## config.mk

```make
export PLATFORM = sky130hd
export DESIGN_NAME = lcd_bus_writer
export DESIGN_NICKNAME = d
export VERILOG_FILES = /design/src/rtl/lcd_bus_writer.sv
export SDC_FILE = /design/constraint.sdc
export NUM_CORES = 1
export LEC_CHECK = 0
export ABC_AREA = 0
export BUFFER_PORTS_ARGS = -buffer_cell sky130_fd_sc_hd__buf_2
export CORE_UTILIZATION = 30
export CTS_CLUSTER_SIZE = 16
export DETAILED_ROUTE_END_ITERATION = 12
export PLACE_DENSITY = 0.5
export SYNTH_ARGS = -nofsm -noshare
export SYNTH_HDL_FRONTEND = slang
export SYNTH_SLANG_ARGS = --single-unit
export TNS_END_PERCENT = 5
```

## constraint.sdc

```tcl
create_clock -name clk -period 2.5 [get_ports clk]
set_clock_uncertainty 0.2 [all_clocks]
set_input_delay 0 -clock clk [delete_from_list [all_inputs] [get_ports clk]]
set_output_delay 0 -clock clk [all_outputs]
set_load 0.02 [all_outputs]
```

## src/rtl/lcd_bus_writer.sv

```systemverilog
// lcd_bus_writer: drains the 17-bit LCD write FIFO onto an 8080-style parallel LCD bus
// Ports: clk/rst_n (sync, active-low) | rempty/rdata/rinc: FIFO read side (fall-through)
//        lcd_cs_n/lcd_rs/lcd_wr_n/lcd_rd_n/lcd_data/lcd_rst_n: registered LCD bus
//        busy (state != IDLE), word_cnt (words sent, wraps)
// Option: LCD_HWRST_EN adds a post-reset LCD hardware reset pulse and settle wait
module lcd_bus_writer #(
  parameter int WR_LOW  = 2,
  parameter int WR_HIGH = 2,
  parameter int CS_HOLD = 3
`ifdef LCD_HWRST_EN
  ,
  parameter int RST_LOW  = 16,
  parameter int RST_WAIT = 64
`endif
) (
  input  logic        clk,
  input  logic        rst_n,
  input  logic        rempty,
  input  logic [16:0] rdata,
  output logic        rinc,
  output logic        lcd_cs_n,
  output logic        lcd_rs,
  output logic        lcd_wr_n,
  output logic        lcd_rd_n,
  output logic [15:0] lcd_data,
  output logic        lcd_rst_n,
  output logic        busy,
  output logic [15:0] word_cnt
);
`ifdef LCD_HWRST_EN
  typedef enum logic [2:0] {IDLE, SETUP, WR_LO, WR_HI, HOLD, HWRST, HWWAIT} state_e;
  localparam state_e     S_RST = HWRST;
  localparam logic [7:0] C_RST = 8'(RST_LOW - 1);
  localparam logic       L_RST = 1'b0;
`else
  typedef enum logic [2:0] {IDLE, SETUP, WR_LO, WR_HI, HOLD} state_e;
  localparam state_e     S_RST = IDLE;
  localparam logic [7:0] C_RST = '0;
  localparam logic       L_RST = 1'b1;
`endif
  localparam logic [7:0] C_WL = 8'(WR_LOW - 1);
  localparam logic [7:0] C_WH = 8'(WR_HIGH - 1);
  localparam logic [7:0] C_CH = 8'(CS_HOLD - 1);
  state_e      state_q, state_d;
  logic [7:0]  cnt_q, cnt_d, dec;
  logic        cs_q, cs_d, rs_q, rs_d, wr_q, wr_d, lrst_q, lrst_d;
  logic [15:0] data_q, data_d, wcnt_q, wcnt_d;
  assign dec       = cnt_q - 8'd1;
  assign rinc      = !rempty && (state_q == IDLE || state_q == HOLD || (state_q == WR_HI && cnt_q == '0));
  assign busy      = state_q != IDLE;
  assign lcd_cs_n  = cs_q;
  assign lcd_rs    = rs_q;
  assign lcd_wr_n  = wr_q;
  assign lcd_rd_n  = 1'b1;
  assign lcd_data  = data_q;
  assign word_cnt  = wcnt_q;
`ifdef LCD_HWRST_EN
  assign lcd_rst_n = lrst_q;
`else
  assign lcd_rst_n = 1'b1;
`endif
  always_ff @(posedge clk) begin
    if (!rst_n) begin
      state_q <= S_RST;
      cnt_q   <= C_RST;
      cs_q    <= 1'b1;
      rs_q    <= 1'b1;
      wr_q    <= 1'b1;
      data_q  <= '0;
      wcnt_q  <= '0;
      lrst_q  <= L_RST;
    end else begin
      state_q <= state_d;
      cnt_q   <= cnt_d;
      cs_q    <= cs_d;
      rs_q    <= rs_d;
      wr_q    <= wr_d;
      data_q  <= data_d;
      wcnt_q  <= wcnt_d;
      lrst_q  <= lrst_d;
    end
  end
  always_comb begin
    state_d = state_q;
    cnt_d   = cnt_q;
    cs_d    = cs_q;
    rs_d    = rs_q;
    wr_d    = wr_q;
    data_d  = data_q;
    wcnt_d  = wcnt_q;
    lrst_d  = lrst_q;
    case (state_q)
      SETUP: begin
        wr_d    = 1'b0;
        cnt_d   = C_WL;
        state_d = WR_LO;
      end
      WR_LO: begin
        cnt_d = dec;
        if (cnt_q == '0) begin
          wr_d    = 1'b1;
          cnt_d   = C_WH;
          state_d = WR_HI;
        end
      end
      WR_HI: begin
        cnt_d = dec;
        if (cnt_q == '0) begin
          cnt_d   = C_CH;
          state_d = HOLD;
        end
      end
      HOLD: begin
        cnt_d = dec;
        if (cnt_q == '0) begin
          cs_d    = 1'b1;
          state_d = IDLE;
        end
      end
`ifdef LCD_HWRST_EN
      HWRST: begin
        cnt_d = dec;
        if (cnt_q == '0) begin
          lrst_d  = 1'b1;
          cnt_d   = 8'(RST_WAIT - 1);
          state_d = HWWAIT;
        end
      end
      HWWAIT: begin
        cnt_d   = dec;
        state_d = cnt_q == '0 ? IDLE : HWWAIT;
      end
`endif
      default: ;
    endcase
    // a pop overrides the WR_HI->HOLD and HOLD->IDLE transitions, keeping CS low back-to-back
    if (rinc) begin
      data_d  = rdata[15:0];
      rs_d    = rdata[16];
      cs_d    = 1'b0;
      wcnt_d  = wcnt_q + 16'd1;
      state_d = SETUP;
    end
  end
endmodule

```

==> flow_results.org <==
** Run status
- Run status :: finished, final reports clean

** Worst setup path
- Worst Setup Path Type :: flip-flop to flip-flop
- Walking the worst path, the cells encountered are inv_1 > ha_1 > nor4b_4 > a31oi_4 > buf_12 > or4_1 > a21oi_1.
- Critical Path End Type :: flip-flop
- The worst setup path is launched from a flip-flop.
- Of all nets on the critical path, the largest fanout is 45.
- Broken down by cell family, the worst path's largest delay share belongs to simple AND/OR/NAND/NOR gates.
- Req. time, crit path :: 2.53 ns
- On the worst path, the slowest cell contributes a delay of 0.51 ns.
- CP bufs+invs :: 2
- Library cell contributing the largest single delay on the critical path :: sky130_fd_sc_hd__or4_1
- Setup slack on the worst reg-to-reg path comes out at 0.21 ns.
- STA puts the critical path data arrival time at 2.32 ns.

** CTS
- The clock drives 46 sinks.
- Clock latency at the later pin of the worst-skew pair :: 0.30 ns
- TritonCTS buffer count :: 5
- After clock tree synthesis, the clock-pin slew on the worst setup and hold paths is 0.09 ns.
- TritonCTS clock tree :: built
- In this run the number of H-tree levels came out at 2.
- Deepest clock path buffer count :: 2
- Clock tree root driver cell :: sky130_fd_sc_hd__clkbuf_8

** Logic synthesis
- Mux contribution to synthesized area :: 0.00454
- Distinct cells, synth :: 44
- The most used flip-flop cell after synthesis is sky130_fd_sc_hd__dfxtp_1.
- After synthesis, the cell types taking the most area are sky130_fd_sc_hd__dfxtp_1 42%, sky130_fd_sc_hd__nand2_1 9.0%, sky130_fd_sc_hd__a21oi_1 8.4%, sky130_fd_sc_hd__o21ai_0 3.2%, sky130_fd_sc_hd__or4_1 3.1%.
- For this run, the register share of the synthesized area comes to 0.418.
- Fraction of the mapped netlist area in adder cells :: 0.0170
- Synthesis handed over a netlist of 273 instances.
- Top post-synthesis cells by count :: 53 x sky130_fd_sc_hd__nand2_1, 46 x sky130_fd_sc_hd__dfxtp_1, 37 x sky130_fd_sc_hd__a21oi_1
- In this run, synthesis inferred 0 flip-flops with an integrated enable.
- The synthesized design spends more area on one cell type than any other, namely sky130_fd_sc_hd__dfxtp_1.
- Synthesis inferred 46 register bits.
- The most common cell in the synthesized netlist is sky130_fd_sc_hd__nand2_1.
- Yosys synthesis warning count :: 0
- In this run the mean area of a mapped cell was 8.07 µm².
- Dominant combinational cell family by area after synthesis :: simple AND/OR/NAND/NOR gates
- Of the total synthesized cell area, the portion taken by AND, OR, NAND and NOR gates is 0.265.
- Proportion of netlist area held by the largest area contributor :: 0.418
- The synthesized netlist occupies a cell area of 2200 µm².
- Xor/xnor cell area share of the yosys netlist :: 0.0119
- Of all flip-flops after synthesis, the portion carrying an async set or reset was 0.
- Compound-cell area share of the yosys netlist :: 0.224

** Timing
- Headroom to the max-slew limit came out at 0.646.
- The smallest clock period supported by the final layout is computed as 2.29 ns.
- Setup repair after global routing left no endpoint under its margin.
- Transition time of the tightest slew-check pin :: 0.531 ns
- Maximum clock frequency :: 0.437 GHz
- Summed over all failing endpoints, the final setup total negative slack is 0 ns.
- Count of pins over their slew limit :: 0
- Post-route clock period utilization :: 0.915
- The number of hold violations in the final report was 0.
- Final setup violation count :: 0

** Power
- P_int :: 1.33 mW
- Power per unit of standard cell area :: 762 nW/µm²
- Switching Fraction :: 0.386
- Comb pwr share :: 0.378
- Of the total power, registers draw 0.421.
- Switching power :: 838 µW
- Summed over all cells, the static leakage comes to 1.13 nW.
- VDD sags by at most 0.301 mV.
- Clk pwr share :: 0.200

** Detailed routing
- WL per Instance :: 12.8 µm
- The detailed router finished its first iteration with 51 violations.
- Number of vias after detailed routing :: 2186
- For this run, design rule violations remaining after detail routing come to 0.
- Number of nets still failing antenna checks after routing :: 0
- Drt via density :: 4.97
- The first detailed-routing pass ran for 4 iterations.
- Final WL :: 5640 µm

** Layout
- Area growth from synthesis to final layout :: 29.2%
- Storage cell area :: 921 µm²
- Fill count :: 734
- Number of antenna cells inserted :: 0
- In the final layout, the multi-input gates occupy 1160 µm².
- Fin cells :: 440
- Proportion of layout cells with a drive suffix above 1 :: 0.221
- In the final design database the tool counted 367 nets.

** Placed design
- Placed wire-length estimate after detailed placement :: 3660 µm
- Cells after DPL :: 414
- Total of buffers placed on input and output ports :: 56
- Gpl congestion :: 0.725

** Hold path
- Worst min path class :: input pin to flip-flop

** Global routing
- Number of antenna violations at the first check in global routing :: 0
- The first global-routing pass estimated 9360 µm of wire.
- Vias in the first global route :: 1987
- The total overflow left after global routing is 0.
- Global Route Usage Sum :: 0.153
- Entering global routing, the biggest net connects 46 pins.

** Floorplanning
- For this configuration, the core starts out at a cell density of 0.317.
- Std-Cell Core Area :: 6940 µm²
- Die extent in y :: 87.7 µm
- Site row count :: 30
- Die footprint :: 7690 µm²
- During I/O placement, the number of pins put on the boundary was 59.
- From left edge to right edge, the die measures 87.7 µm.

** Flow run
- Across the run, the number of max-cap violations was 0.
[state kept, by name, indices dropped and copies added, names as in the netlist]
| name | cells |
|---|---|
| cnt_q | 8 |
| lcd_cs_n | 1 |
| lcd_data | 16 |
| lcd_rs | 1 |
| lcd_wr_n | 1 |
| state_q | 3 |
| word_cnt | 16 |
[tightest hold or removal path, stage by stage]
cell	delay, ns
sky130_fd_sc_hd__dlygate4sd3_1	0.52
sky130_fd_sc_hd__buf_2	0.09
sky130_fd_sc_hd__nand2_1	0.04
sky130_fd_sc_hd__nand3_1	0.06
[cell families (layout without fill, tap and decap cells)]
kind of cell | Yosys count | in the layout
multiplexers | 1 | 1
adder cells (fa/ha/maj) | 3 | 3
AO/OA/AOI/OAI | 80 | 80
buffers and inverters | 28 | 98
AND/OR/NAND/NOR | 111 | 111
flip-flops | 46 | 46
other | 1 | 2
XOR/XNOR | 3 | 3
[metal layers]
| metal | up-vias | share of wire | wire, µm | GRT usage |
|---|---|---|---|---|
| met4 | 0 | 0.010 | 58 | 0.0417 |
| met3 | 5 | 0.047 | 266 | 0.0377 |
| met1 | 1008 | 0.51 | 2900 | 0.201 |
| met2 | 46 | 0.43 | 2420 | 0.249 |
| li1 | 1127 | - | - | - |
| met5 | - | 0 | 0 | 0 |
[cell type report]
| type | instances | area share |
|---|---|---|
| clock buffers | 5 | 0.0242 |
| clock inverters | 2 | 0.00352 |
| inverters | 10 | 0.0141 |
| multi-input cells | 200 | 0.407 |
| flip-flops and latches | 46 | 0.324 |
| well taps | 96 | 0.0422 |
| repair buffers | 81 | 0.185 |
[path summary, 6_finish.rpt]
path / cells after the start / start / end
hold / removal: 4 / rdata[16] / lcd_rs$_SDFFE_PN1P_
hold reg to reg: 2 / lcd_data[14]$_SDFFE_PN0P_ / lcd_data[14]$_SDFFE_PN0P_
setup reg to reg: 7 / cnt_q[0]$_SDFFE_PN0N_ / word_cnt[6]$_SDFFE_PN0P_
setup / recovery: 7 / cnt_q[0]$_SDFFE_PN0N_ / word_cnt[6]$_SDFFE_PN0P_
[power by group through the flow]
stage	Sequential [mW]	Clock, mW	Combinational, mW
after floorplan	0.976	0	0.534
after global placement	0.931	0	0.795
after detailed placement	0.932	0	0.796
after CTS	0.915	0.454	0.823
after global routing	0.932	0.484	0.931
final	0.914	0.435	0.821
[metrics by stage]
step | power, mW | utilization | setup slack [ns] | instance area, µm² | hold slack (ns)
after CTS | 2.19 | 0.410 | 0.0791 | 2840 | 0.245
after detailed placement | 1.73 | 0.371 | 0.234 | 2570 | 0.0177
after global routing | 2.35 | 0.410 | 0.0346 | 2850 | 0.269
after floorplan | 1.51 | - | 0.465 | 2210 | -0.0758
after global placement | 1.73 | 0.371 | 0.322 | 2570 | 0.0176
final | 2.17 | 0.410 | 0.213 | 2850 | 0.249
[placed cells by master, fill, tap and decap left out, types with 5 or more instances in the layout]
cell / Yosys / layout
sky130_fd_sc_hd__a21oi_1: 37 / 37
sky130_fd_sc_hd__buf_2: 6 / 56
sky130_fd_sc_hd__buf_4: 2 / 5
sky130_fd_sc_hd__clkbuf_8: 0 / 5
sky130_fd_sc_hd__dfxtp_1: 46 / 46
sky130_fd_sc_hd__dlygate4sd3_1: 0 / 19
sky130_fd_sc_hd__inv_1: 8 / 8
sky130_fd_sc_hd__nand2_1: 53 / 53
sky130_fd_sc_hd__nand3_1: 9 / 9
sky130_fd_sc_hd__nor2_1: 8 / 8
sky130_fd_sc_hd__nor3_1: 7 / 7
sky130_fd_sc_hd__o211ai_1: 6 / 6
sky130_fd_sc_hd__o21ai_0: 14 / 14
sky130_fd_sc_hd__o31ai_1: 8 / 8
sky130_fd_sc_hd__or3_1: 8 / 8
sky130_fd_sc_hd__or4_1: 9 / 9
[timing repair]
item / CTS / global route
endpoints found under the setup margin: 0 / 1
resized for setup: 0 / 2
buffers inserted: 0 / 0
hold endpoints to repair: 28 / 0
hold buffers: 19 / 0
Note: power is estimated with default switching activity, not from simulation.
